===== config.mk =====
export PLATFORM = sky130hd
export DESIGN_NAME = amplifier_mc
export DESIGN_NICKNAME = d
export VERILOG_FILES = /design/src/rtl/amplifier_mc.sv
export SDC_FILE = /design/constraint.sdc
export NUM_CORES = 1
export LEC_CHECK = 0
export ABC_AREA = 1
export CAP_MARGIN = 15
export CORE_MARGIN = 8
export CORE_UTILIZATION = 58
export DETAILED_ROUTE_END_ITERATION = 12
export PLACE_DENSITY = 0.8
export SYNTH_ARGS = -nofsm -noshare
export SYNTH_HDL_FRONTEND = slang
export SYNTH_SLANG_ARGS = --single-unit

===== constraint.sdc =====
create_clock -name clk_i -period 6.2 [get_ports clk_i]
set_clock_uncertainty 0.15 [all_clocks]
set_input_delay 1.24 -clock clk_i [delete_from_list [all_inputs] [get_ports clk_i]]
set_output_delay 1.24 -clock clk_i [all_outputs]
set_load 0.05 [all_outputs]

===== src/rtl/amplifier_mc.sv =====
// amplifier_mc: multi-channel scaler/multiplier with a result FIFO.
// Tagged base samples are multiplied by a per-channel scaler, held for one
// pipe stage, then queued with valid/ready backpressure toward the consumer.
// Optional build macro AMP_SAT_EN: saturate results instead of wrapping.
module amplifier_mc #(
  parameter int NUM_CH       = 4,
  parameter int ID_WIDTH     = 8,
  parameter int BASE_WIDTH   = 8,
  parameter int SCALER_WIDTH = 16,
  parameter int RES_WIDTH    = 20,
  parameter int FIFO_DEPTH   = 4,
  localparam int CH_W        = (NUM_CH > 1) ? $clog2(NUM_CH) : 1
) (
  input  logic                           clk_i,
  input  logic                           rstn_i,
  input  logic                           wr_en_i,
  input  logic                           set_scaler_i,
  input  logic [CH_W-1:0]                ch_sel_i,
  input  logic [ID_WIDTH+BASE_WIDTH-1:0] wr_data_i,
  output logic                           wr_ready_o,
  output logic                           rd_val_o,
  input  logic                           rd_ready_i,
  output logic [ID_WIDTH+RES_WIDTH-1:0]  rd_data_o,
  output logic [CH_W-1:0]                rd_ch_o,
  output logic [NUM_CH*SCALER_WIDTH-1:0] scaler_o
);

  localparam int PROD_W = BASE_WIDTH + SCALER_WIDTH;
  localparam int DOUT_W = ID_WIDTH + RES_WIDTH;
  localparam int EXT_W  = ((PROD_W > RES_WIDTH) ? PROD_W : RES_WIDTH) + 1;
  localparam int PTR_W  = $clog2(FIFO_DEPTH);
  localparam int CNT_W  = $clog2(FIFO_DEPTH + 1);

  // Fit the raw product into the result field: clamp or keep the LSBs.
  function automatic logic [RES_WIDTH-1:0] fit_res(input logic [PROD_W-1:0] prod);
    logic [EXT_W-1:0] ext;
`ifdef AMP_SAT_EN
    logic [EXT_W-1:0] lim;
    lim = EXT_W'({RES_WIDTH{1'b1}});
`endif
    ext = EXT_W'(prod);
`ifdef AMP_SAT_EN
    if (ext > lim) ext = lim;
`endif
    return ext[RES_WIDTH-1:0];
  endfunction

  // FIFO pointer advance with wrap for non-power-of-two depths.
  function automatic logic [PTR_W-1:0] next_ptr(input logic [PTR_W-1:0] p);
    return (p == PTR_W'(FIFO_DEPTH - 1)) ? '0 : p + 1'b1;
  endfunction

  logic [SCALER_WIDTH-1:0] scaler_q [NUM_CH];
  logic [SCALER_WIDTH-1:0] scaler_sel_p0;
  logic [PROD_W-1:0]       prod_p0;
  logic                    accept_p0;
  logic                    vld_p1;
  logic [DOUT_W-1:0]       data_p1;
  logic [CH_W-1:0]         ch_p1;
  logic [DOUT_W-1:0]       mem_data [FIFO_DEPTH];
  logic [CH_W-1:0]         mem_ch   [FIFO_DEPTH];
  logic [PTR_W-1:0]        wr_ptr;
  logic [PTR_W-1:0]        rd_ptr;
  logic [CNT_W-1:0]        cnt;
  logic                    push;
  logic                    pop;
  logic                    head_ld;
  logic [DOUT_W-1:0]       head_data;
  logic [CH_W-1:0]         head_ch;

  // ---- stage p0: scaler select and multiply on the incoming sample ----
  // Out-of-range channels match no register and select a zero scaler.
  always_comb begin
    scaler_sel_p0 = '0;
    for (int i = 0; i < NUM_CH; i++)
      if (ch_sel_i == CH_W'(i)) scaler_sel_p0 = scaler_q[i];
  end

  assign prod_p0   = PROD_W'(wr_data_i[BASE_WIDTH-1:0]) * PROD_W'(scaler_sel_p0);
  assign accept_p0 = wr_en_i & ~set_scaler_i & wr_ready_o;

  // Scaler register writes; always accepted, unknown channels dropped.
  always_ff @(posedge clk_i or negedge rstn_i) begin
    if (!rstn_i) begin
      for (int i = 0; i < NUM_CH; i++) scaler_q[i] <= '0;
    end else if (wr_en_i && set_scaler_i) begin
      for (int i = 0; i < NUM_CH; i++)
        if (ch_sel_i == CH_W'(i)) scaler_q[i] <= wr_data_i[SCALER_WIDTH-1:0];
    end
  end

  // Flatten the scaler bank onto the status output, channel 0 in the LSBs.
  always_comb begin
    scaler_o = '0;
    for (int i = 0; i < NUM_CH; i++)
      scaler_o[i*SCALER_WIDTH +: SCALER_WIDTH] = scaler_q[i];
  end

  // ---- stage p1: pipe register holding {id, result} and channel ----
  // Pipe valid flag is control state and follows the async reset.
  always_ff @(posedge clk_i or negedge rstn_i) begin
    if (!rstn_i) vld_p1 <= 1'b0;
    else         vld_p1 <= accept_p0;
  end

  // Pipe payload captured only on accept; no reset needed for data.
  always_ff @(posedge clk_i) begin
    if (accept_p0) begin
      data_p1 <= {wr_data_i[ID_WIDTH+BASE_WIDTH-1:BASE_WIDTH], fit_res(prod_p0)};
      ch_p1   <= ch_sel_i;
    end
  end

  // ---- stage p2: result FIFO with registered head ----
  assign push       = vld_p1;
  assign rd_val_o   = (cnt != '0);
  assign pop        = rd_val_o & rd_ready_i;
  // Counting the pipe entry reserves its slot, so a push never overflows.
  assign wr_ready_o = (({1'b0, cnt} + {{CNT_W{1'b0}}, vld_p1}) < (CNT_W+1)'(FIFO_DEPTH));

  // Next head: the following entry after a pop, or the pushed entry when
  // the FIFO drains to (or starts from) empty; otherwise the head holds.
  always_comb begin
    head_ld   = 1'b0;
    head_data = data_p1;
    head_ch   = ch_p1;
    if (pop && (cnt > CNT_W'(1))) begin
      head_ld   = 1'b1;
      head_data = mem_data[next_ptr(rd_ptr)];
      head_ch   = mem_ch[next_ptr(rd_ptr)];
    end else if (push && (pop || (cnt == '0))) begin
      head_ld   = 1'b1;
    end
  end

  // FIFO storage write; contents are never observed unless counted.
  always_ff @(posedge clk_i) begin
    if (push) begin
      mem_data[wr_ptr] <= data_p1;
      mem_ch[wr_ptr]   <= ch_p1;
    end
  end

  // FIFO pointers, occupancy and the registered output head.
  always_ff @(posedge clk_i or negedge rstn_i) begin
    if (!rstn_i) begin
      wr_ptr    <= '0;
      rd_ptr    <= '0;
      cnt       <= '0;
      rd_data_o <= '0;
      rd_ch_o   <= '0;
    end else begin
      if (push) wr_ptr <= next_ptr(wr_ptr);
      if (pop)  rd_ptr <= next_ptr(rd_ptr);
      if (push && !pop)      cnt <= cnt + 1'b1;
      else if (!push && pop) cnt <= cnt - 1'b1;
      if (head_ld) begin
        rd_data_o <= head_data;
        rd_ch_o   <= head_ch;
      end
    end
  end

endmodule


; ---- After elaboration in Yosys (flattened, before gate mapping)
; Memories as Yosys holds them, arrays and structs flattened.
; Index checks and enable logic that the tools add are counted.
[word_totals]
out_inout_bits = 96
memories = 2
wordCells = 61
regBits = 132
in_bits = 23
latchBits = 0
ramBits = 120
mem_bits_ro = 0
[memory_table]
columns = memory, depth, word_bits, rd, rd_clocked_by_memory_dff, write_ports, line_no
row1 = mem_data, 4, 28, 1, 0, 1, 60  ; logic [DOUT_W-1:0] mem_data [FIFO_DEPTH];
row2 = mem_ch, 4, 2, 1, 0, 1, 61  ; logic [CH_W-1:0] mem_ch [FIFO_DEPTH];
[op_classes]
add_sub_neg = 5
div = 0
mul = 1
n_bitwise = 4
mux = 14
shifts = 0
n_reduce_logical = 16
magnitude_cmp = 2
n_eq_ne = 5
[ops]
columns = cell, count
row1 = 2-to-1 mux 16 bit, 4
row2 = 2-to-1 mux 28 bit, 1
row3 = multiplier 8 x 16 -> 20 bit, 1
row4 = "equality test 2 bit, second input constant", 4
row5 = AND reduction 2 bit, 4
row6 = 2-to-1 mux 2 bit, 3
row7 = 2-to-1 mux 3 bit, 2
row8 = logical AND 1 bit, 5
row9 = "adder 2 x 1 -> 2 bit, second input constant", 2
row10 = adder 3 x 1 -> 4 bit, 1
row11 = "less-than comparator 4 x 3 -> 1 bit, second input constant", 1
row12 = 2-to-1 mux 1 bit, 4
row13 = "adder 3 x 1 -> 3 bit, second input constant", 1
row14 = bitwise AND 1 bit, 3
row15 = "> comparator 3 x 1 -> 1 bit, second input constant", 1
row16 = zero test 3 bit, 1
row17 = nonzero test 3 bit, 1
row18 = "subtractor 3 x 1 -> 3 bit, second input constant", 1
row19 = "equality test 2 x 1 -> 1 bit, second input constant", 1
row20 = zero test 1 bit, 2
row21 = zero test 2 bit, 1
row22 = nonzero test 2 bit, 1
row23 = logical OR 1 bit, 1
row24 = NOT 1 bit, 1

; ---- Logic depth before layout (Yosys ltp)
; Gate-level depths: netlist (run 1).
[logic_depth]
word_depth = 6
ltp_mapped = 26
ltp_nobuf = 25

; ---- Worst setup path after synthesis (run 1)
; No wires, ideal clock.
[synth_timing]
kind = input port to flip-flop
startpoint = input port ch_sel_i[0]
endpoint = register data_p1[12] (data pin)
t_arrival_ns = 5.294
slack_ns = 0.494
cell_stages = 23
n_path_buf = 1
setup_ns = 0.262
t_required_ns = 5.788
path_cell_list = buf_4 -> nand2_2 -> clkinv_4 -> a221oi_1 -> nand2_1 -> o21ai_2 -> inv_1 -> nand2_1 -> fa_1 -> fa_1 -> inv_1 -> fa_1 -> inv_1 -> fa_1 -> inv_1 -> ha_1 -> a21oi_1 -> or2_2 -> nand3_1 -> nand2_1 -> nand2_1 -> a21oi_1 -> xor2_1
[synth_between]
elab_chain_len = 6
elab_cells_between_ends = 9
classes_between = mul (1) / eq/ne (3) / mux (4) / reduce/logical (1)
[synth_lines]
columns = element, line_no
row1 = "start, declared", 18  ; input logic [CH_W-1:0] ch_sel_i,
row2 = zero test 2 bit, 76  ; if (ch_sel_i == CH_W'(i)) scaler_sel_p0 = scaler_q[i];
row3 = 2-to-1 mux 16 bit (3 in a row), 76
row4 = 2-to-1 mux 16 bit *, 76
row5 = multiplier 8 x 16 -> 20 bit *, 79  ; assign prod_p0 = PROD_W'(wr_data_i[BASE_WIDTH-1:0]) * PROD_W'(scaler_sel_p0);
row6 = named net prod_p0[12], 55  ; logic [PROD_W-1:0] prod_p0;
row7 = "end signal, assigned", 109  ; data_p1 <= {wr_data_i[ID_WIDTH+BASE_WIDTH-1:BASE_WIDTH], fit_res(prod_p0)};
row8 = "end, declared", 58  ; logic [DOUT_W-1:0] data_p1;
; Mark *: on every way through the listed nets, which the timed path passes. The rest lies on a longest branch.
; A chain may end at the register's enable or synchronous reset.

; ---- Final worst setup path (run 1)
[layout_timing]
startpoint = input port ch_sel_i[1]
endpoint = register data_p1[19] (data pin)
; Same word-level chain as after synthesis.

==> metrics.txt, run 1 <==
I/O pin count around 120; fin. max-slew vios 0; total number of vias 10563; async set-reset flop share out of synthesis 40.5%; Design Power a little over 9 mW; number of global-route vias before repair around 11000; RSZ-0062 raised after global routing no; leakage 7.17 nW; Clock Path Buffers 3; Die Ht between 150 and 200 um; HP Start rd_ptr[1]; Final Critical Period 5.90 ns; placed cells 1785; DR iter-0 viols roughly 990; Avg Cell Area, Syn roughly 10 um^2; hold path depth 2; Finished Layout Cells ~1800; clk slew on worst S/H paths 0.06 ns; # nets final approximately 1700; final setup fails 0; fmax ~170 MHz; register area share after synthesis 52.3%; die area 28400 um^2; Synth area leaders edfxtp_1, dfrtp_1, fa_1, o21ai_0, nand2_1; clock share of power roughly 17%; Flop pwr share 28.1%; pwr dens roughly 560 nW/um^2; synthesis-to-layout area growth 21.7%; setup TNS 0 ns; worst-margin pin slew approximately 1.0 ns; startpoint types primary input; chip width around 170 um; Synth Instances 1348; Hold Path End rd_ptr[1]; r2r startpoint scaler_o[43]; TritonRoute pass-1 iters 5; hold buffer count at CTS 0; Overall Global Routing Usage 24.5%; max-cap violations 0; Crit path required time 6.34 ns; GPL Wtd Cong 0.979; peak fanout along the critical path 13; sw frac between 40% and 50%; placed cell area around 15000 um^2; clk root buf clkbuf_16; CTS Buf Count 26; DP Worst Slack -0.194 ns; cell area after layout around 16000 um^2; Final Util between 70% and 80%; slew margin rel. about 33%; Worst Reg-to-Reg Cells 19; Final period util between 90% and 100%; Yosys cell types 38; Crit path arrival time 6.04 ns; Yosys top cell area share between 30% and 40%; Setup crit end kind register; VDD IR max approximately 0.43 mV; Final Hold Fails 0; H-tree levels 1; Synthesis Warnings 0; Vias/cell between 5 and 6; Net Switching approximately 4 mW; Yosys reg bits around 250; combinational fraction of design power a little over half; outcome complete, no violations; Synth Flop Type edfxtp_1; layout cell share with drive strength beyond 1 ~10%; CTS sink count 252; post-route ant nets 0; leading area contributor after synthesis edfxtp_1; Post-synth EDFFs 150; Avg WL per Cell approximately 19 um; Final HPWL DP 23900 um; Min-Delay Path Class reg -> reg; Syn Std Cell Area between 10000 and 15000 um^2; syn_nets around 1500; Core ar. between 20000 and 25000 um^2; gr ovfl total 0; flop2flop setup slack around 1.4 ns; Worst Slack Setup Final between 0.2 and 0.3 ns; IO Port Bufs between 100 and 150; R2R Path End data_p1[19]; DRC Markers 0; Cell Int Power 5.21 mW; Initial Util between 50% and 60%; FP Rows between 50 and 60; drt total wl between 30000 and 40000 um; Min Hold Slack ~0.36 ns; TritonCTS clock tree done; worst skew pair latency ~0.55 ns; largest net degree at the start of global routing 65; initial antenna violation count 0; Worst Setup Path Type in -> reg; first-pass GRT wire length ~56000 um
==> state kept, by name, summed over array words and instances, names as in the netlist <==
| name | count |
|---|---|
| rd_ptr | 2 |
| rd_ch_o | 2 |
| rd_data_o | 28 |
| push | 1 |
| wr_ptr | 2 |
| mem_data | 112 |
| data_p1 | 28 |
| ch_p1 | 2 |
| mem_ch | 8 |
| cnt | 3 |
| scaler_o | 64 |
==> metal layers <==
metal  GRT usage, %  part of all wire, %  vias up  routed length, um
li1               -                    -     4769                  -
met3           3.70                  7.8      110               2700
met1           30.6                   39     5149              13600
met2           42.4                   50      535              17300
met5              0                    0        -                  0
met4           10.1                  3.4        0               1190
==> cells in the mapped netlist, drive strengths merged, types with 13 or more instances <==
| cell | count |
|---|---|
| clkbuf | 45 |
| buf | 15 |
| dfrtp | 102 |
| fa | 79 |
| o21ai | 178 |
| nand3 | 29 |
| nor2 | 193 |
| a21oi | 51 |
| edfxtp | 150 |
| ha | 41 |
| xor2 | 13 |
| nand2 | 216 |
| o22ai | 32 |
| inv | 176 |
==> critical path: stages <==
cell             delay, ns
clkdlybuf4s50_1       0.49
buf_4                 0.20
inv_2                 0.18
nand2_1               0.07
nand2_1               0.07
o221ai_1              0.11
o21ai_1               0.19
inv_1                 0.15
nor2_1                0.16
fa_1                  0.47
fa_1                  0.56
fa_1                  0.42
fa_1                  0.44
ha_1                  0.33
inv_1                 0.06
o21ai_0               0.26
a21oi_1               0.13
nand3_1               0.17
nand3_1               0.09
nand3_1               0.10
inv_1                 0.05
nand2_1               0.05
nand2_1               0.04
==> power by group through the flow <==
stage                     combinational [mW]  clock (mW)  sequential (mW)
after floorplan                         2.61           0             3.16
after global placement                  4.81           0             2.59
after detailed placement                4.96           0             2.60
after CTS                               5.03        1.60             2.58
after global routing                    5.56        1.66             2.62
final                                   5.03        1.59             2.58
==> worst max path at each step <==
stage                      from          end  slack [ns]
finish              ch_sel_i[1]  data_p1[19]        0.30
global placement    ch_sel_i[0]  data_p1[19]       -0.10
CTS                 ch_sel_i[0]  data_p1[19]        0.33
floorplan           ch_sel_i[0]  data_p1[12]        0.49
global route        ch_sel_i[1]  data_p1[12]        0.05
detailed placement  ch_sel_i[1]  data_p1[19]       -0.19
==> logic make-up (layout without fill, tap and decap cells) <==
family	Yosys count	after routing	share of synthesized area [%]
AND/OR/NAND/NOR	444	444	13.1
other	0	1	0
AO/OA/AOI/OAI	275	275	11.0
adder cells (fa/ha/maj)	120	120	15.5
buffers and inverters	238	435	6.88
flip-flops	252	252	52.3
XOR/XNOR	19	19	1.23
==> timing repair <==
item | in CTS | in global routing
buffers inserted | 0 | 0
endpoints found under the setup margin | 0 | 1
gates resized for setup | 0 | 1
==> placed cells by master (no fill, tap or decap), types with 2 or more instances in the layout <==
cell type        count
a21oi_1             50
a221oi_1             2
buf_16               2
buf_4               89
bufinv_16            2
clkbuf_1             5
clkbuf_16           27
clkbuf_8             4
clkdlybuf4s50_1    116
clkinv_1             4
clkinv_2             3
clkinv_4             2
dfrtp_1            102
edfxtp_1           150
fa_1                79
ha_1                41
inv_1              172
inv_2                5
nand2_1            210
nand2_2              6
nand3_1             25
nand3_2              4
nand4_1              3
nor2_1             188
nor2_2               4
o21ai_0            164
o21ai_1             12
o21ai_2              2
o21bai_1             2
o221ai_1             6
o22ai_1             32
or2_2                2
xnor2_1              6
xor2_1              13
==> area by class of cell <==
cell class	count	area, um^2
clock inverter	12	138
sequential	252	7060
timing repair buffer	209	1920
fill	1588	6710
antenna	1	2.50
inverter	178	673
tap	290	363
multi-input combinational	858	5510
clock buffer	36	749
Note: power is estimated with default switching activity, not from simulation.
==> run 2, diff against run 1 <==
--- a/config.mk
+++ b/config.mk
@@ -10,7 +10,8 @@
 export CORE_MARGIN = 8
 export CORE_UTILIZATION = 58
 export DETAILED_ROUTE_END_ITERATION = 12
-export PLACE_DENSITY = 0.8
+export PLACE_DENSITY = 0.88
+export RECOVER_POWER = 50
 export SYNTH_ARGS = -nofsm -noshare
 export SYNTH_HDL_FRONTEND = slang
 export SYNTH_SLANG_ARGS = --single-unit
==> run 2 against run 1 <==
Against the previous run: the run now ends with max-capacitance violations, max-slew violations left; cell count fell by 0.33%; worst hold slack got worse by 0.014 ns; global-route usage rose by 1.2 points; register-to-register slack improved by 0.03 ns; first-iteration DRC count rose by 9.7%; critical path depth fell by 5; largest cell class unchanged; highest routed layer unchanged.
==> metrics.txt, run 2 (same netlist as run 1, synthesis figures left out) <==
TritonRoute pass-1 iters 6 (+1); Final Critical Period 5.92 ns (+0.0200 ns); final setup fails 0 (unchanged); H-tree levels 1 (unchanged); Final Util 70.3% (-0.67 points); Crit path required time 6.33 ns (about the same); total number of vias 10732 (+1.6%); CTS sink count 252 (unchanged); fin. max-slew vios 261 (+261); outcome complete, but fails checks; Largest register FFs 112 (unchanged); Avg WL per Cell 19.7 um (+3.8%); Overall Global Routing Usage 25.8% (+1.2 points); first-pass GRT wire length 58700 um (+5.1%); Final HPWL DP 24400 um (+2.1%); most frequent cells in the layout nand2_1, nor2_1, inv_1; Vias/cell 5.86 (+1.9%); drt total wl 36000 um (+3.5%); largest net degree at the start of global routing 63 (-3.1%); worst skew pair latency 0.54 ns (about the same); Final Hold Fails 0 (unchanged); post-route ant nets 0 (unchanged); RSZ-0062 raised after global routing no; GPL Wtd Cong 0.942 (-3.8%); Clock Path Buffers 3 (unchanged); commonest non-fill, non-tap cell in the layout nand2_1; DRC Markers 0 (unchanged); Die Ht 168 um (unchanged); max-cap violations 7 (+7); gr ovfl total 0 (unchanged); Crit path arrival time 6.05 ns (about the same); initial antenna violation count 0 (unchanged); placed cells 1783 (-0.11%); die area 28400 um^2 (unchanged); layout cell share with drive strength beyond 1 9.87% (-0.36 points); Initial Util 58.3% (unchanged); Worst Setup Path Type in -> reg; flop2flop setup slack 1.38 ns (+0.03 ns); synthesis-to-layout area growth 20.5%; slew margin rel. -72.5% (-110 points); startpoint types primary input; peak fanout along the critical path 12 (-1); cell area after layout 16300 um^2 (-0.95%); IO Port Bufs 118 (unchanged); clk root buf clkbuf_16; Largest Register mem_data; placed cell area 15400 um^2 (about the same); fmax 169 MHz (-0.34%); Final period util 95.5% (+0.32 points); Setup crit end kind register; VDD IR max 0.354 mV (-17%); Post-CTS Setup Inserts 0 (unchanged); Design Power 9.22 mW (+0.21%); TritonCTS clock tree done; clk slew on worst S/H paths 0.06 ns (about the same); failing checks max-capacitance violations, max-slew violations; I/O pin count 119 (unchanged); n_diodes 0 (-1); setup TNS 0 ns (unchanged); Core ar. 23100 um^2 (unchanged); worst-margin pin slew 2.59 ns (+1.58 ns); DR iter-0 viols 1081 (+9.7%); Finished Layout Cells 1830 (-0.33%); pwr dens 567 nW/um^2 (+1.2%); leakage 7.08 nW (-1.2%); # nets final 1664 (-0.24%); Min-Delay Path Class reg -> reg; CTS Buf Count 25 (-3.8%); number of global-route vias before repair 11411 (+3.4%); FP Rows 56 (unchanged); chip width 168 um (unchanged)
## run 2: timing repair
| action | in CTS | in global routing |
|---|---|---|
| endpoints found under the hold margin | 0 | 0 |
| endpoints found under the setup margin | 0 | 3 |
| hold buffers | 0 | 0 |
| gates resized for setup | 0 | 3 |
## run 2: worst max-delay path: stages
cell and delay, ns:
clkdlybuf4s50_1 0.63, nand2_2 0.17, buf_12 0.18, o21ai_1 0.28, inv_1 0.18, nor2_1 0.18
fa_1 0.44, fa_1 0.48, fa_1 0.51, inv_1 0.06, fa_1 0.47, inv_1 0.04
ha_1 0.32, a21oi_1 0.18, a21boi_0 0.28, o21ai_1 0.14, a21oi_1 0.17, xor2_1 0.10
## run 2: path summary, 6_finish.rpt
| kind | startpoint | end | cells after the start |
|---|---|---|---|
| worst max register to register | scaler_o[19] | data_p1[13] | 18 |
| max in group asynchronous | rstn_i | scaler_o[6] | 2 |
| worst min-delay path | rd_ptr[1] | rd_ptr[1] | 2 |
| worst min register to register | rd_ptr[1] | rd_ptr[1] | 2 |
| worst max-delay path | ch_sel_i[0] | data_p1[13] | 18 |
| min in group asynchronous | rstn_i | rd_ptr[0] | 1 |
## run 2: metal layers
layer  part of all wire (%)  GRT usage (%)
met5                      0              0
met4                    3.8           11.2
met3                    8.8           4.80
met2                     50           44.5
met1                     37           31.3
## run 2: layout make-up
type / count / area (um^2)
clock inverter: 15 / 133
sequential: 252 / 7060
multi-input combinational: 858 / 5520
tap: 290 / 363
timing repair buffer: 206 / 1830
inverter: 178 / 673
clock buffer: 31 / 679
fill: 1550 / 6870
## run 2: where the power goes
group | internal, mW | switching, mW | total (mW)
Sequential | 2.32 | 0.269 | 2.58
Combinational | 1.96 | 3.18 | 5.14
Clock | 0.834 | 0.665 | 1.50
## run 2: metrics by stage
step / hold slack, ns / setup WS [ns]
after global routing: 0.376 / 0.0299
after global placement: 0.324 / -0.197
after detailed placement: 0.332 / -0.251
final: 0.344 / 0.277
after floorplan: 0.307 / 0.494
after CTS: 0.348 / 0.291
